**config.mk**
```make
export PLATFORM = sky130hd
export DESIGN_NAME = pad_mux_ctrl_flat
export DESIGN_NICKNAME = d
export VERILOG_FILES = /design/src/rtl/pad_mux_ctrl_if.sv /design/src/rtl/pad_mux_ctrl.sv /design/src/flat_wrapper.sv
export SDC_FILE = /design/constraint.sdc
export NUM_CORES = 1
export LEC_CHECK = 0
export BUFFER_PORTS_ARGS = -buffer_cell sky130_fd_sc_hd__clkbuf_2
export CAP_MARGIN = 30
export CORE_ASPECT_RATIO = 0.9
export CORE_MARGIN = 2
export CORE_UTILIZATION = 38
export CTS_CLUSTER_SIZE = 10
export DETAILED_ROUTE_END_ITERATION = 8
export PLACE_DENSITY = 0.78
export SLEW_MARGIN = 20
export SYNTH_ARGS = -nofsm -noshare
export SYNTH_HDL_FRONTEND = slang
export SYNTH_SLANG_ARGS = --single-unit
```
**constraint.sdc**
```tcl
create_clock -name clk_i -period 1.9 [get_ports clk_i]
set_clock_uncertainty 0.1 [all_clocks]
set_input_delay 0.19 -clock clk_i [delete_from_list [all_inputs] [get_ports clk_i]]
set_output_delay 0.19 -clock clk_i [all_outputs]
set_load 0.005 [all_outputs]
```
**src/rtl/pad_mux_ctrl_if.sv**
```systemverilog
// pad_mux_ctrl_if: configuration port of the pad mux controller.
//   cfg_req_i  request, held high by the master until cfg_ack_o
//   cfg_pad_i  pad index to reassign
//   cfg_sel_i  new owning source for that pad
//   cfg_ack_o  one-cycle completion pulse
//   cfg_err_o  valid with cfg_ack_o, set when the request was illegal
//   busy_o     high while a reassignment sequence is in flight
// Handshake: the master raises cfg_req_i with stable cfg_pad_i/cfg_sel_i and
// keeps it high until it sees cfg_ack_o; the request is taken only while the
// controller is idle, and a request still high in the cycle after the ack is
// treated as a new one.
interface pad_mux_ctrl_if #(
  parameter int PadW = 3,
  parameter int SelW = 2
);
  logic            cfg_req_i;
  logic [PadW-1:0] cfg_pad_i;
  logic [SelW-1:0] cfg_sel_i;
  logic            cfg_ack_o;
  logic            cfg_err_o;
  logic            busy_o;

  modport master (
    output cfg_req_i, cfg_pad_i, cfg_sel_i,
    input  cfg_ack_o, cfg_err_o, busy_o
  );

  modport slave (
    input  cfg_req_i, cfg_pad_i, cfg_sel_i,
    output cfg_ack_o, cfg_err_o, busy_o
  );
endinterface

```
**src/rtl/pad_mux_ctrl.sv**
```systemverilog
// pad_mux_ctrl: runtime pin-mux between NSrc sources and NPads pads.
// Every pad has exactly one owning source (source 0 after reset). Changing an
// owner runs break-before-make on that pad only: OE held low for DeadCycles,
// then the select switches, then the new owner's input stays at IdleIn for
// SettleCycles so its synchronisers never see a stale edge.
// Ports:
//   clk_i, rst_i   clock, synchronous active-high reset
//   cfg            configuration port (pad_mux_ctrl_if.slave)
//   pad_sel_o      current owner per pad, pad i at [i*SelW +: SelW]
//   src_out_i      source output data, source s / pad i at bit s*NPads+i
//   src_oe_i       source output enables, same packing
//   src_in_o       pad input routed back to the sources, same packing
//   pad_out_o      to padring pad_out
//   pad_oe_o       to padring pad_oe
//   pad_in_i       from padring pad_in
//   dbg_state_o    controller state (0 idle, 1 break, 2 switch, 3 settle, 4 ack)
module pad_mux_ctrl #(
  parameter int               NPads        = 8,
  parameter int               NSrc         = 4,
  parameter int               DeadCycles   = 4,
  parameter int               SettleCycles = 2,
  parameter logic [NPads-1:0] IdleIn       = '1,
  localparam int              PadW         = $clog2(NPads),
  localparam int              SelW         = $clog2(NSrc)
) (
  input  logic                    clk_i,
  input  logic                    rst_i,
  pad_mux_ctrl_if.slave           cfg,
  output logic [NPads*SelW-1:0]   pad_sel_o,
  input  logic [NSrc*NPads-1:0]   src_out_i,
  input  logic [NSrc*NPads-1:0]   src_oe_i,
  output logic [NSrc*NPads-1:0]   src_in_o,
  output logic [NPads-1:0]        pad_out_o,
  output logic [NPads-1:0]        pad_oe_o,
  input  logic [NPads-1:0]        pad_in_i,
  output logic [2:0]              dbg_state_o
);

  localparam int CntMax = (DeadCycles > SettleCycles) ? DeadCycles : SettleCycles;
  localparam int CntW   = (CntMax < 2) ? 1 : $clog2(CntMax);
  localparam logic [CntW-1:0] DeadLoad   = CntW'(DeadCycles - 1);
  localparam logic [CntW-1:0] SettleLoad = CntW'((SettleCycles > 0) ? SettleCycles - 1 : 0);

  typedef enum logic [2:0] {
    ST_IDLE   = 3'd0,
    ST_BREAK  = 3'd1,
    ST_SWITCH = 3'd2,
    ST_SETTLE = 3'd3,
    ST_ACK    = 3'd4
  } state_e;

  state_e                         state_q, state_d;
  logic [NPads-1:0][SelW-1:0]     sel_q, sel_d;
  logic [PadW-1:0]                pad_q, pad_d;
  logic [SelW-1:0]                new_q, new_d;
  logic [CntW-1:0]                cnt_q, cnt_d;
  logic                           err_q, err_d;

  logic req_legal;
  logic oe_block;
  logic in_mask;

  // Range checks use 32-bit compares so that a power-of-two pad or source
  // count (where every encoding is legal) does not wrap the limit to zero.
  assign req_legal = (32'(cfg.cfg_pad_i) < NPads) && (32'(cfg.cfg_sel_i) < NSrc);

  always_comb begin
    state_d = state_q;
    sel_d   = sel_q;
    pad_d   = pad_q;
    new_d   = new_q;
    cnt_d   = cnt_q;
    err_d   = err_q;
    unique case (state_q)
      ST_IDLE: begin
        if (cfg.cfg_req_i) begin
          pad_d = cfg.cfg_pad_i;
          new_d = cfg.cfg_sel_i;
          err_d = 1'b0;
          if (!req_legal) begin
            err_d   = 1'b1;
            state_d = ST_ACK;
          end else if (cfg.cfg_sel_i == sel_q[cfg.cfg_pad_i]) begin
            // Already owned by the requested source: nothing to break.
            state_d = ST_ACK;
          end else begin
            state_d = ST_BREAK;
            cnt_d   = DeadLoad;
          end
        end
      end
      ST_BREAK: begin
        if (cnt_q == '0) state_d = ST_SWITCH;
        else             cnt_d   = cnt_q - 1'b1;
      end
      ST_SWITCH: begin
        sel_d[pad_q] = new_q;
        if (SettleCycles == 0) begin
          state_d = ST_ACK;
        end else begin
          state_d = ST_SETTLE;
          cnt_d   = SettleLoad;
        end
      end
      ST_SETTLE: begin
        if (cnt_q == '0) state_d = ST_ACK;
        else             cnt_d   = cnt_q - 1'b1;
      end
      ST_ACK: begin
        state_d = ST_IDLE;
      end
      default: begin
        state_d = ST_IDLE;
      end
    endcase
  end

  always_ff @(posedge clk_i) begin
    if (rst_i) begin
      state_q <= ST_IDLE;
      sel_q   <= '0;
      pad_q   <= '0;
      new_q   <= '0;
      cnt_q   <= '0;
      err_q   <= 1'b0;
    end else begin
      state_q <= state_d;
      sel_q   <= sel_d;
      pad_q   <= pad_d;
      new_q   <= new_d;
      cnt_q   <= cnt_d;
      err_q   <= err_d;
    end
  end

  // OE of the target pad is blocked until the new select is in place; its
  // input stays masked one phase longer, through the settle window.
  assign oe_block = (state_q == ST_BREAK) || (state_q == ST_SWITCH);
  assign in_mask  = oe_block || (state_q == ST_SETTLE);

  always_comb begin
    pad_out_o = '0;
    pad_oe_o  = '0;
    src_in_o  = {NSrc{IdleIn}};
    for (int i = 0; i < NPads; i++) begin
      for (int s = 0; s < NSrc; s++) begin
        if (sel_q[i] == SelW'(s)) begin
          pad_out_o[i] = src_out_i[s*NPads+i];
          pad_oe_o[i]  = src_oe_i[s*NPads+i] & ~(oe_block && (pad_q == PadW'(i)));
          if (!(in_mask && (pad_q == PadW'(i)))) begin
            src_in_o[s*NPads+i] = pad_in_i[i];
          end
        end
      end
    end
  end

  assign pad_sel_o     = sel_q;
  assign cfg.cfg_ack_o = (state_q == ST_ACK);
  assign cfg.cfg_err_o = (state_q == ST_ACK) && err_q;
  assign cfg.busy_o    = (state_q != ST_IDLE);
  assign dbg_state_o   = state_q;

endmodule
```
**src/flat_wrapper.sv**
```systemverilog
// flat-port wrapper written by rule: the top's interface ports become plain ports
module pad_mux_ctrl_flat 
#(
  parameter int               NPads        = 8,
  parameter int               NSrc         = 4,
  parameter int               DeadCycles   = 4,
  parameter int               SettleCycles = 2,
  parameter logic [NPads-1:0] IdleIn       = '1,
  localparam int              PadW         = $clog2(NPads),
  localparam int              SelW         = $clog2(NSrc)
)
  (clk_i, rst_i, pad_sel_o, src_out_i, src_oe_i, src_in_o, pad_out_o, pad_oe_o, pad_in_i, dbg_state_o, cfg_cfg_req_i, cfg_cfg_pad_i, cfg_cfg_sel_i, cfg_cfg_ack_o, cfg_cfg_err_o, cfg_busy_o);
  pad_mux_ctrl_if cfg_i ();
  input  logic clk_i;
  input  logic rst_i;
  output logic [NPads*SelW-1:0] pad_sel_o;
  input  logic [NSrc*NPads-1:0] src_out_i;
  input  logic [NSrc*NPads-1:0] src_oe_i;
  output logic [NSrc*NPads-1:0] src_in_o;
  output logic [NPads-1:0] pad_out_o;
  output logic [NPads-1:0] pad_oe_o;
  input  logic [NPads-1:0] pad_in_i;
  output logic [2:0] dbg_state_o;
  input wire logic [$bits(cfg_i.cfg_req_i)-1:0] cfg_cfg_req_i;
  input wire logic [$bits(cfg_i.cfg_pad_i)-1:0] cfg_cfg_pad_i;
  input wire logic [$bits(cfg_i.cfg_sel_i)-1:0] cfg_cfg_sel_i;
  output wire logic [$bits(cfg_i.cfg_ack_o)-1:0] cfg_cfg_ack_o;
  output wire logic [$bits(cfg_i.cfg_err_o)-1:0] cfg_cfg_err_o;
  output wire logic [$bits(cfg_i.busy_o)-1:0] cfg_busy_o;
  assign cfg_i.cfg_req_i = cfg_cfg_req_i;
  assign cfg_i.cfg_pad_i = cfg_cfg_pad_i;
  assign cfg_i.cfg_sel_i = cfg_cfg_sel_i;
  assign cfg_cfg_ack_o = cfg_i.cfg_ack_o;
  assign cfg_cfg_err_o = cfg_i.cfg_err_o;
  assign cfg_busy_o = cfg_i.busy_o;
  pad_mux_ctrl #(.NPads(NPads), .NSrc(NSrc), .DeadCycles(DeadCycles), .SettleCycles(SettleCycles), .IdleIn(IdleIn)) u_core (.clk_i(clk_i), .rst_i(rst_i), .cfg(cfg_i), .pad_sel_o(pad_sel_o), .src_out_i(src_out_i), .src_oe_i(src_oe_i), .src_in_o(src_in_o), .pad_out_o(pad_out_o), .pad_oe_o(pad_oe_o), .pad_in_i(pad_in_i), .dbg_state_o(dbg_state_o));
endmodule
```
Word-level counts from Yosys, hierarchy flattened
Index checks and enable logic that the tools add are counted.

Input port bits: 80. Bits in registers: 26. Word-level logic and storage cells: 251.

Equal/unequal tests: 41. Bitwise gates (word level): 40. Add/sub/neg operators: 1. $lt $le $gt $ge: 3. Reductions and logical operators: 36. Multiplexer cells: 118.

Operators with widths (count): 1-bit two-way mux (104); 1-bit bitwise AND (32); 2-bit == test (second input constant) (16); 2-bit logical NOT (9); 1-bit logical AND (17); 16-bit bitwise mux (1); 2-bit by 1-bit == test with 1-bit output (second input constant) (8); 3-bit == test (second input constant) (5); 3-bit by 2-bit == test with 1-bit output (second input constant) (4); 3-bit two-way mux (4); 3-bit one-hot mux with 4 select lines (1); 2-bit two-way mux (5); 3-bit by 4-bit < comparator with 1-bit output (second input constant) (2); 1-bit inverter (8); 2-bit binary-select mux with 3-bit select (1); 2-bit demux with 3-bit select (1); 3-bit by 1-bit == test with 1-bit output (second input constant) (2); 3-bit logical NOT (2); 2-bit != test (second input constant) (3); 2-bit one-hot mux with 3 select lines (1); 3-bit nonzero test (2); 2-bit by 1-bit != test with 1-bit output (second input constant) (2); 4-bit AND reduction (1); 3-bit by 1-bit greater-or-equal comparator with 1-bit output (second input constant) (1); other kinds (6) (7).

Depth between registers and ports, before layout
Depth in word-level cells: 9. Depth in mapped cells: 6. Depth with buffers taken out: 6.

Worst setup path after synthesis
OpenSTA, ideal clock, no wires.

Kind: register to register. Start: register u_core.sel_q (netlist bit u_core.pad_sel_o[2]). End: register u_core.cnt_q[0]. Buffers on the path: 1. Required time: 1.714 ns. Setup time: 0.086 ns. Setup slack: 0.018 ns. Data arrival time: 1.695 ns. Clock period less this slack: 1.882 ns. Cell stages (with the launch flop): 7. Path through: dfxtp_1 -> bufbuf_16 -> mux2i_1 -> mux4_2 -> xor2_1 -> a31o_2 -> a221oi_2.

Cells in the longest elaborated chain, start to end: 5.

RTL lines: start, declared (line pad_mux_ctrl.sv:53) `logic [NPads-1:0][SelW-1:0] sel_q, sel_d;`; start signal, assigned (line pad_mux_ctrl.sv:128) `sel_q <= sel_d;`; 2-bit binary-select mux with 3-bit select (line pad_mux_ctrl.sv:83) `end else if (cfg.cfg_sel_i == sel_q[cfg.cfg_pad_i]) begin`; 2-bit two-way mux (implied by the code) (line pad_mux_ctrl.sv:83); 2-bit == test (line pad_mux_ctrl.sv:83); 2-bit != test (no source line); 4-bit AND reduction (no source line); end signal, assigned (line pad_mux_ctrl.sv:131) `cnt_q <= cnt_d;`; end, declared (line pad_mux_ctrl.sv:56) `logic [CntW-1:0] cnt_q, cnt_d;`.

Every way passes these cells. The select of a mux whose other input is x is not followed. A chain may end at the register's enable or synchronous reset.

Worst setup path in the final report
Start: register u_core.state_q[0], in the netlist u_core.dbg_state_o[0]. End: output src_in_o[0].

Cells in the longest elaborated chain, start to end: 6. Elaborated cells between the ends (all ways): 8. Those cells by class: 3 x eq/ne; 2 x mux; 3 x reduce/logical.

RTL lines: start, declared (line pad_mux_ctrl.sv:52) `state_e state_q, state_d;`; start signal, assigned (line pad_mux_ctrl.sv:127) `state_q <= state_d;`; 3-bit by 1-bit == test with 1-bit output / 3-bit by 2-bit == test with 1-bit output (equally long branches) (line pad_mux_ctrl.sv:138) `assign oe_block = (state_q == ST_BREAK) || (state_q == ST_SWITCH);`; 1-bit logical OR (line pad_mux_ctrl.sv:138); 1-bit logical OR * (line pad_mux_ctrl.sv:139) `assign in_mask = oe_block || (state_q == ST_SETTLE);`; 1-bit logical AND * (line pad_mux_ctrl.sv:150) `if (!(in_mask && (pad_q == PadW'(i)))) begin`; 1-bit two-way mux * (line pad_mux_ctrl.sv:150); 1-bit two-way mux * (line pad_mux_ctrl.sv:147) `if (sel_q[i] == SelW'(s)) begin`; end, declared (line flat_wrapper.sv:19) `output logic [NSrc*NPads-1:0] src_in_o;`.

Every way passes the cells marked *; elsewhere a longest branch is shown, timed or not.

==> results_dict.tcl <==
set metrics [dict create \
    ios 150 \
    cts_root_buffer "clkbuf_8" \
    ys_warn_count 0 \
    initial_core_util_pct 38.7 \
    maxCapViolations 0 \
    final_common_cell "clkbuf_2" \
    cp.arrival_ns 1.56 \
    die_w_um 83.6 \
    synth_nets 319 \
    place_congestion 0.830 \
    nets 472 \
    avgSynthCellArea_um2 9.10 \
    synth_simple_gate_area_share_pct 25.5 \
    overflow 0 \
    synth_cells 238 \
    cts.clk_slew.worst_paths_ns 0.09 \
    htreeDepth 1 \
    synth-xor-area-share_pct 1.62 \
    detail_route.wl_per_cell_um 14.0 \
    fin_crit_ns 1.85 \
    hp-class "primary input to flop" \
    synth_area_leader_cell "dfxtp_1" \
    yosysSeqAreaShare_pct 24.0 \
    die_area_um2 6320 \
    p_leak_nw 1.47 \
    wl_um 6450 \
    core_area_um2 5600 \
    vias 2310 \
    rsz0062_at_grt "yes" \
    slew_headroom_pct 63.5 \
    syn_area_um2 2170 \
    core.rowCount 26 \
    cts.path.max_buffers 2 \
    ys_ff_latch 26 \
    r2r_cells 6 \
    clk-insertion-delay-late_ns 0.27 \
    tightest_slew_ns 0.548 \
    synth_area_leaders "dfxtp_1, mux4_2, mux2i_1" \
    syn_to_final_growth_pct 47.0 \
    synth_flop_cell "dfxtp_1" \
    ctsHoldBuffers 0 \
    portBuffers 148 \
    die_h_um 75.6 \
    grt_max_degree 27 \
    total_power_mw 1.77 \
    cp-end-kind "primary output" \
    drc 0 \
    drive_gt1_share_pct 59.2 \
    antenna_found_initial 0 \
    post-route-period-util_pct 97.6 \
    synth_edf_count 0 \
    drv_slew 0 \
    cp-startpoint "u_core.dbg_state_o[0]" \
    track_usage_pct 19.2 \
    synth_top_family_by_area "multiplexers" \
    cts_made_buffers 3 \
    first_pass_iters 4 \
    crit_fanout 5 \
    finalHoldViolCount 0 \
    cts_tree "done" \
    grt_pass1_wl_um 9800 \
    peakVddDrop_mv 0.339 \
    synthDistinctLibCells 36 \
    outcome "finished, final reports clean" \
    worstPathRequired_ns 1.61 \
    ant_nets 0 \
    hpwlAfterDp_um 5120 \
    first_iter_violations 91 \
    hold_start "cfg_cfg_sel_i[0]" \
    viasPerCell 5.02 \
    holdPathStages 3 \
    setup-violations-final 0 \
    cp-start-kind "flop" \
    synth_top_area_share_pct 24.0 \
    crit_type "flop to primary output" \
    power_density_nw_per_um2 557 \
    synth_compound_area_share_pct 9.01 \
    layout_common_cells "clkbuf_2, nand2_1, nor2_1, mux2i_1" \
    synth_mux_area_share_pct 28.4 \
    synth-adder-area-share_pct 0.578 \
    cts.sinks 26 \
    reg2reg_from "u_core.cnt_q[0]" \
    fmax_mhz 539 \
    grt_pass1_vias 2126 \
    ys_async_sr_fraction_pct 0 \
    n_antenna_cell 0 \
    setup_tns_ns 0 \
]
## flip-flops by register name, summed over array words and instances (netlist names)
name                count
u_core.cnt_q            2
u_core.dbg_state_o      3
u_core.new_q            2
u_core.pad_q            3
u_core.pad_sel_o       16
## cells by family (layout without fill, tap and decap cells)
logic type,Yosys count,in the layout
and+or+nand+nor,107,107
other,1,1
AOI/OAI and AO/OA,30,30
adders and majority gates,1,1
buffers and inverters,30,182
xor gates and xnor gates,4,4
DFF,26,26
muxes,39,39
## layer usage
metal / track usage (%) / wire length (um) / vias to the layer above
met3: 4.01 / 491 / 4
li1: - / - / 1145
met5: 0 / 0 / -
met2: 34.6 / 3280 / 105
met4: 4.84 / 35 / 0
met1: 24.2 / 2640 / 1056
## power by group
group / internal, mW / switching (mW)
clock network: 0.282 / 0.179
registers: 0.586 / 0.0634
logic: 0.337 / 0.327
total: 1.21 / 0.570
## worst max-delay path, stage by stage, from the launching register on
cell,delay (ns)
dfxtp_4,0.37
nor2_4,0.11
nor2_2,0.05
buf_6,0.13
a21o_1,0.19
or3_1,0.30
buf_2,0.13
## area by class of cell
class	count	area (um^2)
repair buffers	175	986
clock inverters	1	30.0
well taps	70	87.6
flip-flops and latches	26	543
clock buffers	3	41.3
multi-input cells	182	1490
fillers	506	2410
inverters	3	11.3
## final timing paths
path | end | slack, ns
worst max register to register | u_core.cnt_q[1] | 0.11
worst min-delay path | u_core.new_q[0] | 0.1
worst max-delay path | src_in_o[0] | 0.05
worst min register to register | u_core.cnt_q[1] | 0.40
## Yosys cell counts, types with 3 or more instances
| library cell | number |
|---|---|
| dfxtp_1 | 26 |
| nor2_1 | 24 |
| nand2_1 | 23 |
| mux2i_1 | 21 |
| mux4_2 | 18 |
| a21oi_1 | 17 |
| nand3_1 | 16 |
| clkbuf_1 | 9 |
| a21boi_0 | 8 |
| nor2b_1 | 8 |
| nand2b_1 | 7 |
| nand3b_1 | 7 |
| and2_1 | 6 |
| buf_4 | 6 |
| nor3_1 | 5 |
| clkbuf_8 | 4 |
| nor3b_1 | 4 |
| and3b_1 | 3 |
| buf_2 | 3 |
| buf_6 | 3 |
| inv_1 | 3 |
| xor2_1 | 3 |
## per-stage QoR
| stage | std cells | cell area, um^2 | hold slack [ns] | worst slack (ns) | utilization (%) |
|---|---|---|---|---|---|
| floorplan | 238 | 2170 | 0.237 | 0.0183 | - |
| CTS | 457 | 3070 | 0.0981 | 0.00178 | 54.8 |
| detailed placement | 453 | 2970 | 0.380 | 0.00275 | 53.1 |
| finish | 460 | 3180 | 0.0994 | 0.0463 | 56.9 |
| global route | 460 | 3180 | 0.121 | -0.0268 | 56.9 |
| global placement | 453 | 2970 | 0.369 | 0.0705 | 53.1 |
## repair_timing
action | in CTS | in global routing
endpoints found under the setup margin | 24 | 25
pin swaps | 0 | 2
cloned | 0 | 0
gates resized for setup | 12 | 31
setup buffers | 0 | 3
Power figures use the tool's default switching activity.
